==> config.mk <==
export PLATFORM = sky130hd
export DESIGN_NAME = branch_predictor
export DESIGN_NICKNAME = d
export VERILOG_FILES = /design/src/rtl/branch_predictor.sv
export SDC_FILE = /design/constraint.sdc
export NUM_CORES = 1
export LEC_CHECK = 0
export BUFFER_PORTS_ARGS = -buffer_cell sky130_fd_sc_hd__buf_2
export CAP_MARGIN = 20
export CORE_MARGIN = 2
export CORE_UTILIZATION = 45
export DETAILED_ROUTE_END_ITERATION = 16
export GPL_TIMING_DRIVEN = 0
export PLACE_DENSITY_LB_ADDON = 0.05
export SLEW_MARGIN = 20
export SYNTH_ARGS = -nofsm -noshare
export SYNTH_HDL_FRONTEND = slang
export SYNTH_SLANG_ARGS = --single-unit
==> constraint.sdc <==
create_clock -name clk -period 2.9 [get_ports clk]
set_clock_uncertainty 0.1 [all_clocks]
set_input_delay 0.29 -clock clk [delete_from_list [all_inputs] [get_ports clk]]
set_output_delay 0.29 -clock clk [all_outputs]
set_load 0.05 [all_outputs]
==> src/rtl/branch_predictor.sv <==
// 2-bit saturating-counter branch history table with fetch-side prediction,
// resolve-side training, mispredict redirect and saturating statistics.
module branch_predictor #(
  parameter int INDEX_BITS = 4,
  parameter int PC_WIDTH   = 32,
  parameter int CNT_WIDTH  = 16
) (
  input  logic                 clk,
  input  logic                 rst_n,
  input  logic                 if_valid,
  input  logic [PC_WIDTH-1:0]  if_pc,
  output logic                 pred_taken,
  input  logic                 res_valid,
  input  logic [PC_WIDTH-1:0]  res_pc,
  input  logic [PC_WIDTH-1:0]  res_target,
  input  logic                 res_pred,
  input  logic                 res_branch,
  input  logic                 res_branchnot,
  input  logic                 res_zero,
  output logic                 mispredict,
  output logic [PC_WIDTH-1:0]  redirect_pc,
  output logic                 res_error,
  output logic [CNT_WIDTH-1:0] branch_count,
  output logic [CNT_WIDTH-1:0] mispredict_count
);

  localparam int unsigned ENTRIES = 1 << INDEX_BITS;

  logic [1:0]            bht [ENTRIES];
  logic [INDEX_BITS-1:0] if_idx;
  logic [INDEX_BITS-1:0] res_idx;
  logic                  taken;
  logic                  eff;
  logic                  unused_if_pc;

  assign if_idx       = if_pc[INDEX_BITS+1:2];
  assign res_idx      = res_pc[INDEX_BITS+1:2];
  assign unused_if_pc = ^{if_pc[PC_WIDTH-1:INDEX_BITS+2], if_pc[1:0]};

  // Outputs are gated by rst_n so everything reads 0 while reset is held.
  always_comb begin
    res_error   = rst_n & res_valid & res_branch & res_branchnot;
    taken       = ~res_error &
                  ((res_branch & res_zero) | (res_branchnot & ~res_zero));
    eff         = rst_n & res_valid & (res_branch | res_branchnot) & ~res_error;
    mispredict  = eff & (taken != res_pred);
    redirect_pc = '0;
    if (mispredict)
      redirect_pc = taken ? res_target : res_pc + PC_WIDTH'(4);
    pred_taken  = rst_n & if_valid & bht[if_idx][1];
  end

  always_ff @(posedge clk or negedge rst_n) begin
    if (!rst_n) begin
      for (int unsigned i = 0; i < ENTRIES; i++)
        bht[i] <= 2'b01;
    end else if (eff) begin
      if (taken && bht[res_idx] != 2'b11)
        bht[res_idx] <= bht[res_idx] + 2'b01;
      else if (!taken && bht[res_idx] != 2'b00)
        bht[res_idx] <= bht[res_idx] - 2'b01;
    end
  end

  always_ff @(posedge clk or negedge rst_n) begin
    if (!rst_n) begin
      branch_count     <= '0;
      mispredict_count <= '0;
    end else begin
      if (eff && branch_count != '1)
        branch_count <= branch_count + CNT_WIDTH'(1);
      if (mispredict && mispredict_count != '1)
        mispredict_count <= mispredict_count + CNT_WIDTH'(1);
    end
  end

endmodule

# Yosys cells after proc, flatten, opt, wreduce, memory -nomap -nowiden
# Cells that the tools add are included.
# op_classes
addsub,5
mul,0
n_div,0
n_lt_le_gt_ge,3
eq_ne,4
shifts,0
mux,14
bitwise,17
reduce_logical,9
# ops
cell,count
$mux 32,4
$bwmux 32,2
$add 16x1->16 const B,2
$add 32x3->32 const B,1
$ne 16x16->1 const B,2
$bmux 2 s4,2
$and 1x1->1,11
$ge 5x5->1 const B,2
$mux 2,5
$not 4->5,2
$demux 2 s4,1
$logic_and 1x1->1,5
$lt 5x1->1 const B,1
$reduce_bool 2->1,2
$add 2x1->2 const B,1
$ne 2x2->1 const B,1
$not 1->1,2
$or 1x1->1,2
$reduce_and 2->1,1
$sub 2x1->2 const B,1
$logic_not 1->1,1
$ne 1x1->1,1
# word_totals
ff_bits,64
latch_bits,0
ram_bits,0
romBits,0
output_inout_bits,67
elab_cells,70
n_memories,0

# Longest topological paths before layout
# logic_depth
word_depth,9
ltp_mapped,13
depth_no_buf,10

# Worst setup path after synthesis
# Ideal clock, no wire load.
# synth_timing
kind,input -> output
start,input res_pc[2]
end,output redirect_pc[20]
t_arrival_ps,2491
path_slack_ps,19
path_stages,8
path_buffers,2
cell_sequence,ha_1 buf_2 nand3_1 nor2_1 buf_2 nand4_1 xor2_1 a211oi_1
# synth_between
elab_chain_len,3
# synth_lines
item,line_no,text
"start, declared",14,"input logic [PC_WIDTH-1:0] res_pc,"
$add 32x3->32,49,redirect_pc = taken ? res_target : res_pc + PC_WIDTH'(4);
$mux 32,49,
$mux 32,48,if (mispredict)
"end, declared",21,"output logic [PC_WIDTH-1:0] redirect_pc,"
# Every way passes these cells.

# Final worst setup path
# layout_timing
start,input res_pc[3]
end,register bht[25] (netlist bit)
# layout_between
elab_chain_len,8
word_cells_on_any_way,21
classes_between,add/sub (2); order compare (2); eq/ne (1); mux (9); bitwise (1); reduce/logical (6)
# layout_lines
item,line_no,text
$not 4->5 (implied by the code) *,--,
"$bmux 2 s4, or another cell as far along",--,
$mux 2 (implied by the code) or $logic_and 1x1->1 (tied branches),--,
"$mux 2, on equally long branches",--,
"$sub 2x1->2, or another cell as far along",61,bht[res_idx] <= bht[res_idx] - 2'b01;
"$bwmux 32, or another cell as far along",61,
$mux 32 or $reduce_bool 2->1 (tied branches),--,
$mux 32 or $reduce_and 2->1 (tied branches),--,
"end signal, assigned by index",59,bht[res_idx] <= bht[res_idx] + 2'b01;
"end signal, assigned by index",61,
"end, declared",29,logic [1:0] bht [ENTRIES];
# Mark *: on every way between the ends. The rest lies on a longest branch, timed or not. The select of a mux whose other input is x is not followed.
# A chain may end at the register's enable or synchronous reset.

==> flow_summary.json <==
{
  "status": "finished, final reports clean",
  "instances_no_fill": 733,
  "die_h_um": 103,
  "drtIter0Drc": 142,
  "synthToLayoutAreaGrowth_pct": 30.3,
  "globalplace.congestion": 0.860,
  "drcViolationCount": 0,
  "wl_per_cell_um": 16.3,
  "crit_arrival_ns": 2.96,
  "grt_use_met1_pct": 28.9,
  "dr.pass1.iters": 4,
  "timing.final.crit_share_pct": 97.9,
  "post-place-cells": 709,
  "synth_seq_area_share_pct": 37.0,
  "drv_slew": 0,
  "wl_mm": 11.9,
  "cp_slowest_cell": "mux2_4",
  "yosys_register_bits": 64,
  "critPathMaxFanout": 10,
  "insertion_delay_ns": 0.34,
  "hpwl_mm": 8.80,
  "row_count": 36,
  "setup_ws_ns": 0.0608,
  "antenna_found_initial": 0,
  "relSlewSlack_pct": 43.7,
  "synth.net_count": 545,
  "final_antenna_net_count": 0,
  "hold_path_class": "in2reg",
  "leakagePower_nw": 2.74,
  "fin_nets": 707,
  "use_met3_pct": 3.80,
  "layout_common_cells": "150 x buf_2, 48 x dfrtp_1, 45 x nor2_1",
  "cts_tree": "yes",
  "cts_buffer_depth": 2,
  "setup_viol": 0,
  "io_buffers": 142,
  "grt_pass1_vias": 3652,
  "core-area_um2": 9590,
  "pre_cts_ws_ns": -0.566,
  "cp_slowest_stage_delay_ns": 0.33,
  "drive_above_1_share_pct": 42.8,
  "grt_pass1_wl_mm": 18.2,
  "die_x_um": 103,
  "finalHoldViolCount": 0,
  "synthMuxAreaShare_pct": 18.1,
  "busiest_layer": "met2",
  "final_common_cell": "buf_2",
  "crit_type": "in2reg",
  "grt_max_degree": 31,
  "synth_xor_area_share_pct": 11.8,
  "synth_top_family_by_area": "simple AND/OR/NAND/NOR gates",
  "ios": 171,
  "worstPathRequired_ns": 3.02,
  "utilization_pct": 59.5,
  "place_area_um2": 5280,
  "cap_viol_max_count": 0,
  "cp_cell_sequence": "buf_2 -> buf_2 -> buf_6 -> mux2i_1 -> mux2_4 -> mux2i_2 -> nand2_1 -> o21a_1 -> ha_1 -> a21boi_4 -> nor3b_4 -> buf_6 -> nand3_2 -> mux2_4",
  "dr_total_vias": 3967,
  "start_util_pct": 45.7,
  "synthCells": 433,
  "synth_compound_area_share_pct": 6.97,
  "rsz0062_at_grt": "true",
  "fillers": 870,
  "gr-total-overflow": 0,
  "power_density_nw_per_um2": 518,
  "viasPerCell": 5.41,
  "diodes": 0,
  "yosys_warnings": 0,
  "die_area_um2": 10500,
  "postLayoutCellArea_um2": 5710,
  "max_freq_mhz": 352,
  "yosys.area_share.simple_pct": 20.4,
  "syn-cell-area_um2": 4380,
  "h-tree-depth": 3,
  "clock-sinks": 64,
  "grtUsageMet2_pct": 38.1,
  "cts_buffers": 9,
  "clkTransAtPathRegs_ns": 0.08,
  "min_period_ns": 2.84,
  "cts_root_buf": "clkbuf_8",
  "irDropWorstVdd_mv": 0.390,
  "endpoint_kind": "flop",
  "grt_usage_pct": 22.3,
  "crit_path_start_kind": "input pin",
  "hold_ws_ns": 0.335,
  "avgSynthCellArea_um2": 10.1,
  "yosysUniqueCellTypes": 41,
  "tightestPinTransition_ns": 0.842,
  "synthAdderAreaFrac_pct": 2.28
}
-- synth_stat cells --
cell	count	area, um^2
a2111oi_2	1	15.0
or2_2	1	6.26
and2_0	1	6.26
mux4_2	10	225
mux2i_1	11	110
nor4_1	1	6.26
nand2b_1	2	12.5
mux2_4	2	30.0
and3_1	12	75.1
a211oi_2	1	12.5
nor3b_4	1	18.8
ha_1	8	100
a21o_1	1	7.51
buf_6	2	22.5
nand2_1	23	86.3
nor3_1	4	20.0
buf_2	11	55.1
a21boi_1	1	7.51
mux2_2	18	203
a211oi_1	28	210
mux2_1	20	225
and4bb_2	1	12.5
nand4_1	29	181
o21ai_0	5	25.0
a21oi_1	4	20.0
xnor2_1	26	228
dfrtp_1	48	1200
nor4_2	1	12.5
nand2_2	1	6.26
o21a_1	1	7.51
nor2b_1	2	12.5
nand3_2	10	100
dfstp_2	16	420
nand3_1	30	150
or2_1	1	6.26
nor3_2	1	10.0
inv_1	9	33.8
xor2_1	33	289
nor2_1	45	169
clkbuf_1	7	26.3
buf_1	4	15.0
-- where the power goes --
group / internal, mW / total [mW] / switching [mW] / leakage, nW
sequential: 1.03 / 1.14 / 0.108 / 0.817
clock: 0.511 / 0.890 / 0.380 / 0.113
combinational: 0.351 / 0.924 / 0.573 / 1.81
total: 1.89 / 2.96 / 1.06 / 2.74
-- critical path, delay by kind of cell --
family	cells	cell delay, ns
muxes	4	0.91
buffers and inverters	4	0.74
and+or+nand+nor	3	0.55
AOI/OAI and AO/OA	2	0.27
adders and majority gates	1	0.19
-- cell type report --
type / count / area (um^2) / share of cell area (%)
Timing Repair Buffer: 151 / 821 / 14.4
Sequential cell: 64 / 1620 / 28.4
Buffer: 24 / 135 / 2.37
Clock buffer: 10 / 138 / 2.41
Inverter: 9 / 33.8 / 0.592
Tap cell: 133 / 166 / 2.92
Clock inverter: 6 / 90.1 / 1.58
Multi-Input combinational cell: 336 / 2700 / 47.3
-- worst paths after layout --
check / startpoint / to / slack [ns] / cells after the start
worst max-delay path: res_pc[3] / bht[25] / 0.06 / 14
worst max register to register: flop / bht[25] / 0.07 / 11
worst min-delay path: res_valid / mispredict_count[15] / 0.33 / 5
worst min register to register: flop / flop / 0.39 / 2
min in group asynchronous: rst_n / mispredict_count[4] / 0.51 / 2
max in group asynchronous: rst_n / bht[9] / 1.58 / 4
-- routing by layer --
metal / vias up / part of all wire [%]
li1: 1895 / -
met1: 1923 / 42
met2: 129 / 50
met3: 20 / 7.0
met4: 0 / 1.8
met5: - / 0
-- repair_timing --
item	in CTS	in global routing
resized for setup	5	28
buffers inserted	1	2
gates cloned	0	1
hold buffers	4	0
pin swaps	1	1
hold endpoints to repair	18	0
endpoints found under the setup margin	33	31
-- stage by stage --
step	power [mW]	TNS (ns)
floorplan	1.73	0
global placement	1.98	-38.77
detailed placement	2.00	-15.50
CTS	2.92	0
global route	3.10	-0.666
finish	2.96	0
-- kinds of logic (layout without fill, tap and decap cells) --
kind of cell               Yosys count  in the layout
AOI/OAI and AO/OA                   42             42
xor gates and xnor gates            59             59
adders and majority gates            8              8
buffers and inverters               33            200
DFF                                 64             64
muxes                               61             61
and+or+nand+nor                    166            166
No activity file was read; power rests on OpenSTA's default activity.
